File: config.mk
export PLATFORM = sky130hd
export DESIGN_NAME = icache_tag_ctrl
export DESIGN_NICKNAME = d
export VERILOG_FILES = /design/src/rtl/icache_tag_ctrl_pkg.sv /design/src/rtl/icache_tag_ctrl.sv
export SDC_FILE = /design/constraint.sdc
export NUM_CORES = 1
export LEC_CHECK = 0
export BUFFER_PORTS_ARGS = -buffer_cell sky130_fd_sc_hd__buf_4
export CAP_MARGIN = 20
export CORE_ASPECT_RATIO = 0.75
export CORE_MARGIN = 1
export CORE_UTILIZATION = 37
export DETAILED_ROUTE_END_ITERATION = 8
export PLACE_DENSITY = 0.62
export SYNTH_ARGS = -nofsm -noshare
export SYNTH_HDL_FRONTEND = slang
export SYNTH_SLANG_ARGS = --single-unit
File: constraint.sdc
create_clock -name clk -period 1.71 [get_ports clk]
set_input_delay 0.342 -clock clk [delete_from_list [all_inputs] [get_ports clk]]
set_output_delay 0.342 -clock clk [all_outputs]
set_load 0.01 [all_outputs]
File: src/rtl/icache_tag_ctrl_pkg.sv
// Shared types for the icache tag controller: tag memory word layout and FSM states.
// The PF_WAIT state only exists when ICACHE_PREFETCH_EN is defined.
package icache_tag_ctrl_pkg;

  // Default tag width used by the icache tag FIFO.
  localparam int TAG_XLEN = 16;

  // One tag FIFO entry: valid bit above the tag.
  typedef struct packed {
    logic                valid;
    logic [TAG_XLEN-1:0] tag;
  } type_icache_tag_mem_s;

  typedef enum logic [2:0] {
    ST_IDLE    = 3'd0,
    ST_LOOKUP  = 3'd1,
    ST_RF_WAIT = 3'd2,
    ST_TAG_WR  = 3'd3,
    ST_INV     = 3'd4,
`ifdef ICACHE_PREFETCH_EN
    ST_DRAIN   = 3'd5,
    ST_PF_WAIT = 3'd6
`else
    ST_DRAIN   = 3'd5
`endif
  } type_icache_tctl_fsm_e;

endpackage

File: src/rtl/icache_tag_ctrl.sv
// Write-side controller for the icache tag FIFO. Serves CPU lookups (hit index or
// refill-then-allocate on a miss), tag invalidation, and drains an outstanding
// refill on flush. All outputs are registered.
// Optional feature: define ICACHE_PREFETCH_EN to fetch the next sequential line
// after a demand fill or a hit whose successor is absent.
module icache_tag_ctrl
  import icache_tag_ctrl_pkg::*;
#(
  parameter int DP    = 4,
  parameter int TAG_W = TAG_XLEN,
  localparam int AW   = $clog2(DP)
) (
  input  logic             clk,
  input  logic             reset_n,
  input  logic             flush,
  input  logic             cpu_req,
  input  logic [TAG_W-1:0] cpu_tag,
  output logic             cpu_ack,
  output logic [AW-1:0]    cpu_idx,
  input  logic             inv_req,
  output logic             inv_ack,
  output logic [TAG_W-1:0] tag_cmp_data,
  input  logic [DP-1:0]    tag_hit,
  input  logic [DP-1:0]    tag_next_hit,
  input  logic [AW-1:0]    tag_hindex,
  input  logic [AW-1:0]    tag_wptr,
  input  logic             tag_full,
  output logic             tag_wr,
  output logic             tag_uwr,
  output logic [AW-1:0]    tag_uptr,
  output logic [TAG_W:0]   tag_wdata,
  output logic             refill_req,
  output logic [TAG_W-1:0] refill_tag,
  output logic [AW-1:0]    refill_idx,
  input  logic             refill_done
);

  type_icache_tctl_fsm_e state_q, state_d;
  logic [TAG_W-1:0] cmp_q, cmp_d;
  logic [AW-1:0]    slot_q, slot_d;
  logic             cpu_ack_q, cpu_ack_d;
  logic [AW-1:0]    cpu_idx_q, cpu_idx_d;
  logic             inv_ack_q, inv_ack_d;
  logic             tag_wr_q, tag_wr_d;
  logic             tag_uwr_q, tag_uwr_d;
  logic [AW-1:0]    tag_uptr_q, tag_uptr_d;
  logic [TAG_W:0]   tag_wdata_q, tag_wdata_d;
  logic             refill_req_q, refill_req_d;
  logic [TAG_W-1:0] refill_tag_q, refill_tag_d;
  logic [AW-1:0]    refill_idx_q, refill_idx_d;
`ifdef ICACHE_PREFETCH_EN
  logic             pf_q, pf_d;
  logic             unused_full;
  assign unused_full = tag_full;
`else
  logic             unused_inputs;
  assign unused_inputs = ^{tag_next_hit, tag_full};
`endif

  // A request is still held high during its own ack cycle; do not re-accept it then.
  logic accept_ok;
  assign accept_ok = !cpu_ack_q && !inv_ack_q;

  // Next-state and next-output decode.
  always_comb begin
    state_d      = state_q;
    cmp_d        = cmp_q;
    slot_d       = slot_q;
    cpu_ack_d    = 1'b0;
    cpu_idx_d    = cpu_idx_q;
    inv_ack_d    = 1'b0;
    tag_wr_d     = 1'b0;
    tag_uwr_d    = 1'b0;
    tag_uptr_d   = tag_uptr_q;
    tag_wdata_d  = tag_wdata_q;
    refill_req_d = refill_req_q;
    refill_tag_d = refill_tag_q;
    refill_idx_d = refill_idx_q;
`ifdef ICACHE_PREFETCH_EN
    pf_d         = pf_q;
`endif
    case (state_q)
      ST_IDLE: begin
        if (!flush && accept_ok) begin
          if (inv_req) begin
            cmp_d   = cpu_tag;
            state_d = ST_INV;
          end else if (cpu_req) begin
            cmp_d   = cpu_tag;
            state_d = ST_LOOKUP;
          end
        end
      end
      ST_LOOKUP: begin
        if (flush) begin
          state_d = ST_IDLE;
        end else if (|tag_hit) begin
          cpu_ack_d = 1'b1;
          cpu_idx_d = tag_hindex;
          state_d   = ST_IDLE;
`ifdef ICACHE_PREFETCH_EN
          if (tag_next_hit == '0) begin
            cmp_d        = cmp_q + 1'b1;
            slot_d       = tag_wptr;
            refill_req_d = 1'b1;
            refill_tag_d = cmp_q + 1'b1;
            refill_idx_d = tag_wptr;
            pf_d         = 1'b1;
            state_d      = ST_PF_WAIT;
          end
`endif
        end else begin
          // Miss: the allocation slot wraps over the oldest line when full.
          slot_d       = tag_wptr;
          refill_req_d = 1'b1;
          refill_tag_d = cmp_q;
          refill_idx_d = tag_wptr;
          state_d      = ST_RF_WAIT;
        end
      end
`ifdef ICACHE_PREFETCH_EN
      ST_RF_WAIT, ST_PF_WAIT: begin
`else
      ST_RF_WAIT: begin
`endif
        if (refill_done) refill_req_d = 1'b0;
        if (flush) state_d = refill_done ? ST_IDLE : ST_DRAIN;
        else if (refill_done) state_d = ST_TAG_WR;
      end
      ST_TAG_WR: begin
        state_d = ST_IDLE;
        if (!flush) begin
          tag_wr_d    = 1'b1;
          tag_wdata_d = {1'b1, cmp_q};
`ifdef ICACHE_PREFETCH_EN
          if (!pf_q) begin
            cpu_ack_d = 1'b1;
            cpu_idx_d = slot_q;
            // The demand line is written this cycle, so the next free slot is wptr+1.
            if (tag_next_hit == '0) begin
              cmp_d        = cmp_q + 1'b1;
              slot_d       = tag_wptr + 1'b1;
              refill_req_d = 1'b1;
              refill_tag_d = cmp_q + 1'b1;
              refill_idx_d = tag_wptr + 1'b1;
              pf_d         = 1'b1;
              state_d      = ST_PF_WAIT;
            end
          end
`else
          cpu_ack_d = 1'b1;
          cpu_idx_d = slot_q;
`endif
        end
      end
      ST_INV: begin
        state_d = ST_IDLE;
        if (!flush) begin
          inv_ack_d = 1'b1;
          if (|tag_hit) begin
            tag_uwr_d   = 1'b1;
            tag_uptr_d  = tag_hindex;
            tag_wdata_d = {1'b0, cmp_q};
          end
        end
      end
      ST_DRAIN: begin
        // The refilled line is discarded; no tag is written.
        if (refill_done) begin
          refill_req_d = 1'b0;
          state_d      = ST_IDLE;
        end
      end
      default: state_d = ST_IDLE;
    endcase
`ifdef ICACHE_PREFETCH_EN
    if (state_d == ST_IDLE) pf_d = 1'b0;
`endif
  end

  // State, datapath and registered outputs.
  always_ff @(posedge clk or negedge reset_n) begin
    if (!reset_n) begin
      state_q      <= ST_IDLE;
      cmp_q        <= '0;
      slot_q       <= '0;
      cpu_ack_q    <= 1'b0;
      cpu_idx_q    <= '0;
      inv_ack_q    <= 1'b0;
      tag_wr_q     <= 1'b0;
      tag_uwr_q    <= 1'b0;
      tag_uptr_q   <= '0;
      tag_wdata_q  <= '0;
      refill_req_q <= 1'b0;
      refill_tag_q <= '0;
      refill_idx_q <= '0;
`ifdef ICACHE_PREFETCH_EN
      pf_q         <= 1'b0;
`endif
    end else begin
      state_q      <= state_d;
      cmp_q        <= cmp_d;
      slot_q       <= slot_d;
      cpu_ack_q    <= cpu_ack_d;
      cpu_idx_q    <= cpu_idx_d;
      inv_ack_q    <= inv_ack_d;
      tag_wr_q     <= tag_wr_d;
      tag_uwr_q    <= tag_uwr_d;
      tag_uptr_q   <= tag_uptr_d;
      tag_wdata_q  <= tag_wdata_d;
      refill_req_q <= refill_req_d;
      refill_tag_q <= refill_tag_d;
      refill_idx_q <= refill_idx_d;
`ifdef ICACHE_PREFETCH_EN
      pf_q         <= pf_d;
`endif
    end
  end

  assign cpu_ack      = cpu_ack_q;
  assign cpu_idx      = cpu_idx_q;
  assign inv_ack      = inv_ack_q;
  assign tag_cmp_data = cmp_q;
  assign tag_wr       = tag_wr_q;
  assign tag_uwr      = tag_uwr_q;
  assign tag_uptr     = tag_uptr_q;
  assign tag_wdata    = tag_wdata_q;
  assign refill_req   = refill_req_q;
  assign refill_tag   = refill_tag_q;
  assign refill_idx   = refill_idx_q;

endmodule
==> results of run 1 <==
[worst max path at each step]
stage / depth (start not counted) / start / to
2_1_floorplan: 5 / tag_hit[1] / refill_idx[0]
3_3_place_gp: 5 / tag_hit[1] / refill_tag[0]
6_report: 5 / tag_hit[1] / refill_tag[5]
3_5_place_dp: 5 / tag_hit[1] / refill_tag[1]
4_1_cts: 5 / tag_hit[1] / refill_tag[5]
5_1_grt: 5 / tag_hit[1] / refill_tag[5]
[routing by layer]
metal / wire length, um / vias to the layer above / share of wire / global-route usage
met5: 0 / - / 0 / 0
met1: 2590 / 843 / 0.47 / 0.203
met4: 66 / 0 / 0.012 / 0.0588
li1: - / 785 / - / -
met3: 392 / 9 / 0.071 / 0.0659
met2: 2450 / 67 / 0.44 / 0.248
[power groups by stage]
stage,logic [mW],registers (mW),clock network (mW)
2_1_floorplan,0.687,2.28,0
3_3_place_gp,1.44,2.21,0
3_5_place_dp,1.47,2.22,0
4_1_cts,1.48,2.20,1.20
5_1_grt,1.56,2.26,1.27
6_report,1.45,2.19,1.16
[cells by family after synthesis]
kind of cell / share of synthesized area
mux: 0.253
simple gates: 0.0473
flops: 0.596
compound gates: 0.0308
buf+inv: 0.0696
xor+xnor: 0.00331
[layout by cell type (no fill, tap or decap), drive strengths merged, types with 2 or more instances in the layout]
| cell | instances |
|---|---|
| clkinvlp | 3 |
| clkinv | 2 |
| nand2 | 4 |
| mux2 | 56 |
| nand3b | 2 |
| a21o | 2 |
| nor4b | 2 |
| o211ai | 2 |
| a21oi | 2 |
| buf | 103 |
| clkbuf | 11 |
| dfrtp | 63 |
| inv | 4 |
[flip-flops by register name (all words and copies together) (netlist names)]
| register | flops |
|---|---|
| cpu_ack | 1 |
| cpu_idx | 2 |
| inv_ack | 1 |
| refill_idx | 2 |
| refill_req | 1 |
| refill_tag | 16 |
| state_q | 3 |
| tag_cmp_data | 16 |
| tag_uptr | 2 |
| tag_uwr | 1 |
| tag_wdata | 17 |
| tag_wr | 1 |
[synth_stat cells (all sizes together)]
library cell  instances  area (um2)
nor4bb                1        10.0
o221ai                1        8.76
buf                  21         161
nor4b                 2        32.5
nor3b                 1        7.51
nand2b                1        6.26
nor2b                 1        6.26
nand3                 1        5.00
clkbuf                2        7.51
mux2                 56         668
inv                   4        15.0
o21ai                 1        5.00
a21oi                 2        13.8
a22oi                 1        7.51
a221oi                1        8.76
o211ai                2        15.0
nor2                  1        3.75
dfrtp                63        1580
nand3b                2        15.0
or4                   1        11.3
nor4                  1        6.26
a21boi                1        7.51
nand2                 4        15.0
a21o                  2        15.0
or3                   1        6.26
xor2                  1        8.76
[layout make-up]
type | instances | area, um2
clock buffers | 11 | 151
clock inverters | 5 | 32.5
fillers | 596 | 3240
inverters | 4 | 15.0
multi-input cells | 85 | 911
flip-flops and latches | 63 | 1580
well taps | 98 | 123
repair buffers | 104 | 812
[repair_timing]
item                                    4_1_cts  5_1_grt
endpoints found under the setup margin       18       23
hold buffers                                  1        0
gates resized for setup                       3        2
hold endpoints to repair                     23        0
==> results by group, run 1 <==
CTS
  • Root Buffer: clkbuf_8
  • CTS tree: yes
  • Clock Latency Late Sink: 0.34 ns
  • CTS Buf Count: 9
  • Reg clk slew, reported paths: 0.07 ns
  • Postcts setup bufs: 0
  • CTS H-Tree Depth: 3
  • Clock sink count: 63
  • Largest buffer count on any clock path: 2

Floorplan
  • Num ports: 95
  • Core area: 0.00686 mm2
  • DIE AREA: 0.00749 mm2
  • Die width: 99.6 um
  • Num rows: 26
  • DIE HEIGHT: 75.2 um
  • Initial Utilization: 0.385

Final layout
  • Nets: 302
  • Layout cell share with drive strength beyond 1: 0.673
  • Layout area overhead: 37.1%
  • Antenna diodes: 0
  • Final instance area: 0.00362 mm2
  • Layout Utilization: 0.528
  • Fin cells: 370

Critical path
  • Reg2Reg Capture Point: tag_wdata[0]
  • CP startpoint kind: primary input
  • Critical path class: in -> reg
  • Worst r2r path cells: 5
  • Critical Path RT: 1.93 ns
  • Most frequent CP cell: buf_4
  • R2r startpoint: state_q[2]
  • Max incr delay on CP: 0.55 ns
  • Largest fanout on the critical path: 8
  • Slowest-stage cell, CP: or4_4
  • Cells along the critical path: buf_4 -> or4_4 -> nor4b_4 -> buf_4 -> mux2_2
  • Worst setup EP type: register
  • Buffers & Inverters on Critical Path: 2
  • R2r setup slk: 0.09 ns
  • CP delay by family, top: simple AND/OR/NAND/NOR gates
  • WP data arrival: 1.91 ns

Place
  • Placed Instance Area: 0.00341 mm2
  • DP Worst Slack: -0.361 ns
  • Dpl cells: 353
  • Port bufs: 89
  • GPL Wtd Cong: 0.756
  • DP Wirelength: 3970 um

Pwr
  • Leak: 1.76 nW
  • Design Power: 4.81 mW
  • Cell Pwr Density: 1330 mW/mm2
  • Worst ir drop on vdd: 0.000799 V
  • Pint: 3.40 mW
  • Net Sw Power: 1.41 mW
  • Clock share of power: 0.241
  • Sw Ratio: 0.293
  • Logic pwr share: 0.302
  • Sequential power share: 0.456

Routing
  • DRC Markers: 0
  • Avg WL per Cell: 14.9 um
  • Via Count: 1,704
  • Detailed Route WL: 5500 um
  • 1st-iter DRT viols: 66
  • DRT Pass-1 Iters: 3
  • Post-route antenna net violation count: 0
  • Number of vias per cell: 4.61

Logic synthesis
  • Post-synth cell types: 32
  • Post-synthesis sequential element count: 63
  • Syn Inst Count: 175
  • Synth Area per Inst: 15.1 um2
  • Post-synthesis sequential area ratio: 0.596
  • Syn nets: 210
  • Yosys warning total: 0
  • Syn Std Cell Area: 0.00264 mm2

Global routing
  • GRT overflow: 0
  • Vias in the first global route: 1,720
  • Global Route Usage Sum: 0.160
  • First-pass GRT wire length: 8690 um
  • Largest net degree at the start of global routing: 41
  • Initial antenna violation count: 0

Timing
  • RSZ-0062 raised after global routing: true
  • F_max: 592 MHz
  • Worst setup margin: 0.0195 ns
  • Hold Slack: 0.234 ns
  • Final hold vios: 0
  • Final worst path period share: 0.989
  • Setup TNS: 0 ns
  • Tmin final: 1.69 ns
  • Worst-margin pin slew: 0.394 ns
  • Clock Skew: 0.00692 ns
  • Fin. max-slew vios: 0
  • Final setup viols: 0
  • Slew HR: 0.733

Worst hold path
  • Worst Hold Endpoint: tag_cmp_data[4]
  • WHS Path Cells: 2
  • HP Class: in -> reg
  • Min-Delay Startpoint: cpu_tag[4]

Outcome
  • Status: completed

Job
  • Max Cap Viol: 0
Note: power is estimated with default switching activity, not from simulation.
==> inputs of run 2 (changes only) <==
ABC_AREA = 1   (was default)
PLACE_DENSITY = 0.61   (was 0.62)
==> results by group, run 2 <==
Outcome
  • Status: completed

Timing
  • F_max: 672 MHz
  • Slew HR: 0.711
  • RSZ-0062 raised after global routing: false
  • Tmin final: 1.49 ns
  • Final worst path period share: 0.871
  • Fin. max-slew vios: 0
  • Hold Slack: 0.215 ns
  • Clock Skew: 0.00648 ns
  • Setup TNS: 0 ns
  • Final hold vios: 0
  • Worst-margin pin slew: 0.434 ns
  • Final setup viols: 0
  • Worst setup margin: 0.221 ns

Logic synthesis
  • Synth cell count leaders: nand2_1 (136), dfrtp_1 (63), inv_1 (24), nand3_1 (24), buf_4 (18)
  • Post-synthesis sequential element count: 63
  • Yosys warning total: 0
  • Syn Std Cell Area: 0.00290 mm2
  • Top_reg_cell synth: dfrtp_1
  • Post-synth EDFFs: 0
  • Post-synthesis async set-or-reset flop share: 1.00
  • Syn Inst Count: 320
  • Synth area leaders: dfrtp_1 (54%), nand2_1 (18%), o21ai_2 (4.8%)
  • Syn nets: 355
  • Most frequent cell after synthesis: nand2_1
  • Post-synth cell types: 22
  • Yosys top cell area share: 0.544
  • Synth area leader: dfrtp_1
  • Post-synthesis sequential area ratio: 0.544
  • Synth Area per Inst: 9.06 um2

Global routing
  • Initial antenna violation count: 0
  • GRT overflow: 0
  • First-pass GRT wire length: 10,900 um
  • Largest net degree at the start of global routing: 34
  • Global Route Usage Sum: 0.173
  • Vias in the first global route: 2,208

Floorplan
  • Core area: 0.00747 mm2
  • Num rows: 27
  • Initial Utilization: 0.388
  • Die width: 104 um
  • DIE HEIGHT: 78.6 um
  • Num ports: 95
  • DIE AREA: 0.00819 mm2

Critical path
  • CP delay by family, top: flip-flops
  • Cells along the critical path: clkinv_4 -> nand3_2 -> nor2_4 -> nand2_2 -> buf_4 -> inv_2 -> nand2_1 -> nand2_1
  • Largest fanout on the critical path: 11
  • Most frequent CP cell: nand2_1
  • Critical path class: reg -> reg
  • Slowest-stage cell, CP: dfrtp_1
  • CP startpoint kind: register
  • Max incr delay on CP: 0.61 ns
  • Buffers & Inverters on Critical Path: 3
  • WP data arrival: 1.72 ns
  • Critical Path RT: 1.94 ns
  • Worst setup EP type: register

Routing
  • Via Count: 2,265
  • Detailed Route WL: 6420 um
  • Post-route antenna net violation count: 0
  • DRT Pass-1 Iters: 4
  • DRC Markers: 0
  • Number of vias per cell: 4.48
  • 1st-iter DRT viols: 61
  • Avg WL per Cell: 12.7 um

CTS
  • CTS H-Tree Depth: 3
  • Root Buffer: clkbuf_8
  • Reg clk slew, reported paths: 0.06 ns
  • Largest buffer count on any clock path: 2
  • Clock sink count: 63
  • Post-CTS Resized: 0
  • CTS Buf Count: 9
  • CTS tree: yes
  • Clock Latency Late Sink: 0.34 ns

Pwr
  • Leak: 2.11 nW
  • Worst ir drop on vdd: 0.000743 V
  • Cell Pwr Density: 1610 mW/mm2

Final layout
  • Fin cells: 506
  • FILL cells: 719
  • Nets: 435
  • Antenna diodes: 0
  • Commonest non-fill, non-tap cell in the layout: nand2_1
  • Final instance area: 0.00375 mm2
  • Commonest non-fill, non-tap cells in the layout: nand2_1 (136), buf_4 (95), dfrtp_1 (63), inv_1 (24), nand3_1 (24)
  • Layout cell share with drive strength beyond 1: 0.363
  • Max FFs per register: 17
  • Layout area overhead: 29.4%

Place
  • Placed Instance Area: 0.00353 mm2
  • Port bufs: 89
  • GPL Wtd Cong: 0.764
  • Dpl cells: 489
  • DP Worst Slack: 0.190 ns
  • DP Wirelength: 4660 um

Job
  • Max Cap Viol: 0

Worst hold path
  • HP Class: in -> reg
[run 2: cell types whose count changed after synthesis, moves of 8 or more]
cell | before | now
nand2_1 | 4 | 136
buf_6 | 1 | 9
inv_1 | 4 | 24
mux2_4 | 10 | 0
nand3_1 | 1 | 24
o21ai_2 | 0 | 16
mux2_2 | 46 | 0
[run 2: path summary, 6_finish.rpt]
check / start / end / slack, ns / cells past startpoint
setup / recovery: state_q[1] / tag_uptr[1] / 0.22 / 8
hold reg to reg: refill_tag[5] / refill_tag[5] / 0.47 / 2
min in group asynchronous: reset_n / refill_tag[1] / 0.39 / 2
hold / removal: tag_wptr[0] / refill_idx[0] / 0.21 / 3
max in group asynchronous: reset_n / refill_tag[6] / 0.84 / 3
setup reg to reg: state_q[1] / tag_uptr[1] / 0.22 / 8
[run 2: cell type report]
cell class / count / area, um2 / share of cell area
flip-flops and latches: 63 / 1580 / 0.421
multi-input cells: 198 / 955 / 0.255
repair buffers: 98 / 763 / 0.204
clock buffers: 11 / 151 / 0.0404
well taps: 101 / 126 / 0.0337
inverters: 30 / 120 / 0.0320
clock inverters: 5 / 56.3 / 0.0150
[run 2: stage by stage]
stage                     total power [mW]   util
final                                 6.04  0.502
after global routing                  6.48  0.502
after CTS                             6.14  0.502
after detailed placement              4.78  0.473
after global placement                4.72  0.473
after floorplan                       3.91      -
[run 2: worst min-delay path, stage by stage]
cell and delay (ns):
buf_4 0.07, nand2_1 0.04, o21ai_0 0.06
[run 2: power breakdown]
group	switching (mW)	total [mW]	internal, mW
Clock	0.573	1.32	0.749
Sequential	0.473	2.51	2.04
Combinational	1.10	2.21	1.10
Total	2.15	6.04	3.89
[run 2: what timing repair did]
item | in CTS | in global routing
hold buffers | 1 | 0
setup buffers | 0 | 0
hold endpoints to repair | 11 | 0
[run 2: cells by family after synthesis]
group | synth area share
compound gates | 0.0553
buf+inv | 0.127
flops | 0.544
simple gates | 0.274
[run 2: layer usage]
layer  track usage  part of all wire  wire, um  vias to the layer above
met5             0                 0         0                        -
met4        0.0686             0.011        68                        0
met3        0.0640             0.062       395                        7
met2         0.267              0.45      2890                       61
met1         0.220              0.48      3070                     1058
li1              -                 -         -                     1139
==> inputs of run 3 (changes only) <==
RECOVER_POWER = 50   (was default)
==> results by group, run 3 (synthesis gave the netlist of run 2 again) <==
Routing
  • 1st-iter DRT viols: 66
  • Detailed Route WL: 6410 um
  • DRC Markers: 0
  • Number of vias per cell: 4.47
  • Post-route antenna net violation count: 0
  • Avg WL per Cell: 12.7 um
  • DRT Pass-1 Iters: 4
  • Via Count: 2,263

Timing
  • RSZ-0062 raised after global routing: false
  • Hold Slack: 0.217 ns
  • Tmin final: 1.49 ns
  • Fin. max-slew vios: 0
  • Slew HR: 0.467
  • Final setup viols: 0
  • Final hold vios: 0
  • Final worst path period share: 0.871
  • F_max: 672 MHz
  • Setup TNS: 0 ns
  • Clock Skew: 0.00684 ns
  • Worst-margin pin slew: 0.799 ns

Critical path
  • Cells along the critical path: clkinv_4 -> nand3_2 -> nor2_4 -> nand2_2 -> buf_4 -> inv_2 -> nand2_1 -> nand2_1
  • Slowest-stage cell, CP: dfrtp_1
  • WP data arrival: 1.72 ns
  • Largest fanout on the critical path: 11
  • Critical Path RT: 1.94 ns
  • Worst setup EP type: register
  • CP startpoint kind: register
  • Buffers & Inverters on Critical Path: 3
  • CP delay by family, top: flip-flops
  • Most frequent CP cell: nand2_1
  • Critical path class: reg -> reg
  • Max incr delay on CP: 0.61 ns

Pwr
  • Design Power: 5.87 mW
  • Worst ir drop on vdd: 0.000744 V
  • Leak: 1.99 nW
  • Cell Pwr Density: 1610 mW/mm2

Place
  • DP Wirelength: 4660 um
  • Dpl cells: 489
  • GPL Wtd Cong: 0.764
  • Port bufs: 89

Floorplan
  • Initial Utilization: 0.388
  • Core area: 0.00747 mm2
  • Num rows: 27
  • Num ports: 95
  • Die width: 104 um
  • DIE AREA: 0.00819 mm2
  • DIE HEIGHT: 78.6 um

CTS
  • Largest buffer count on any clock path: 2
  • Root Buffer: clkbuf_8
  • Clock sink count: 63
  • Reg clk slew, reported paths: 0.06 ns
  • Hold buffer count at CTS: 1
  • Post-CTS Resized: 0
  • Postcts setup bufs: 0
  • Clock Latency Late Sink: 0.34 ns
  • CTS tree: yes
  • CTS Buf Count: 9
  • CTS H-Tree Depth: 3

Final layout
  • Layout cell share with drive strength beyond 1: 0.289
  • Storage element area: 0.00158 mm2
  • Max FFs per register: 17
  • Layout area overhead: 25.6%
  • FILL cells: 739
  • Nets: 435
  • Layout Utilization: 0.488
  • Fin cells: 506
  • Commonest non-fill, non-tap cell in the layout: nand2_1
  • Antenna diodes: 0
  • Commonest non-fill, non-tap cells in the layout: nand2_1 (136), buf_4 (65), dfrtp_1 (63), clkbuf_1 (29), inv_1 (25)
  • Area of the multi-input gates: 955 um2

Global routing
  • Vias in the first global route: 2,208
  • GRT overflow: 0
  • Initial antenna violation count: 0
  • Largest net degree at the start of global routing: 34
  • First-pass GRT wire length: 10,900 um
  • Global Route Usage Sum: 0.173

Outcome
  • Status: completed

Worst hold path
  • HP Class: in -> reg

Job
  • Max Cap Viol: 0
## run 3: worst register-to-register path: cells and delay by family (launching register included)
| family | cells | cell delay [ns] |
|---|---|---|
| DFF | 1 | 0.61 |
| buffers and inverters | 3 | 0.40 |
| and+or+nand+nor | 5 | 0.37 |
## run 3: report_power, final
| group | internal, mW | switching [mW] | total (mW) | leakage, nW |
|---|---|---|---|---|
| clock | 0.749 | 0.573 | 1.32 | 0.105 |
| combinational | 0.938 | 1.11 | 2.04 | 1.07 |
| sequential | 2.04 | 0.465 | 2.50 | 0.816 |
## run 3: final timing paths
check / startpoint / end / slack (ns) / depth (start not counted)
min in group asynchronous: reset_n / refill_tag[1] / 0.60 / 2
hold reg to reg: refill_tag[5] / refill_tag[5] / 0.47 / 2
max in group asynchronous: reset_n / tag_cmp_data[5] / 0.29 / 3
setup / recovery: state_q[1] / tag_uptr[1] / 0.22 / 8
setup reg to reg: state_q[1] / tag_uptr[1] / 0.22 / 8
hold / removal: tag_wptr[0] / refill_idx[0] / 0.22 / 3
## run 3: per-layer routing
metal  vias to the layer above  track usage  part of all wire
li1                       1139            -                 -
met1                      1056        0.220              0.48
met2                        61        0.267              0.45
met3                         7       0.0640             0.060
met4                         0       0.0686             0.011
met5                         -            0                 0
## run 3: through the flow
step	cell area [um2]	setup slack (ns)
after floorplan	2900	0.451
after global placement	3530	0.243
after detailed placement	3530	0.190
after CTS	3750	0.186
after global routing	3640	0.0954
final	3640	0.221
## run 3: area by class of cell
class / count / share of cell area
Sequential cell: 63 / 0.433
Timing Repair Buffer: 98 / 0.180
Multi-Input combinational cell: 198 / 0.262
Clock buffer: 11 / 0.0416
Inverter: 30 / 0.0330
Tap cell: 101 / 0.0347
Clock inverter: 5 / 0.0155
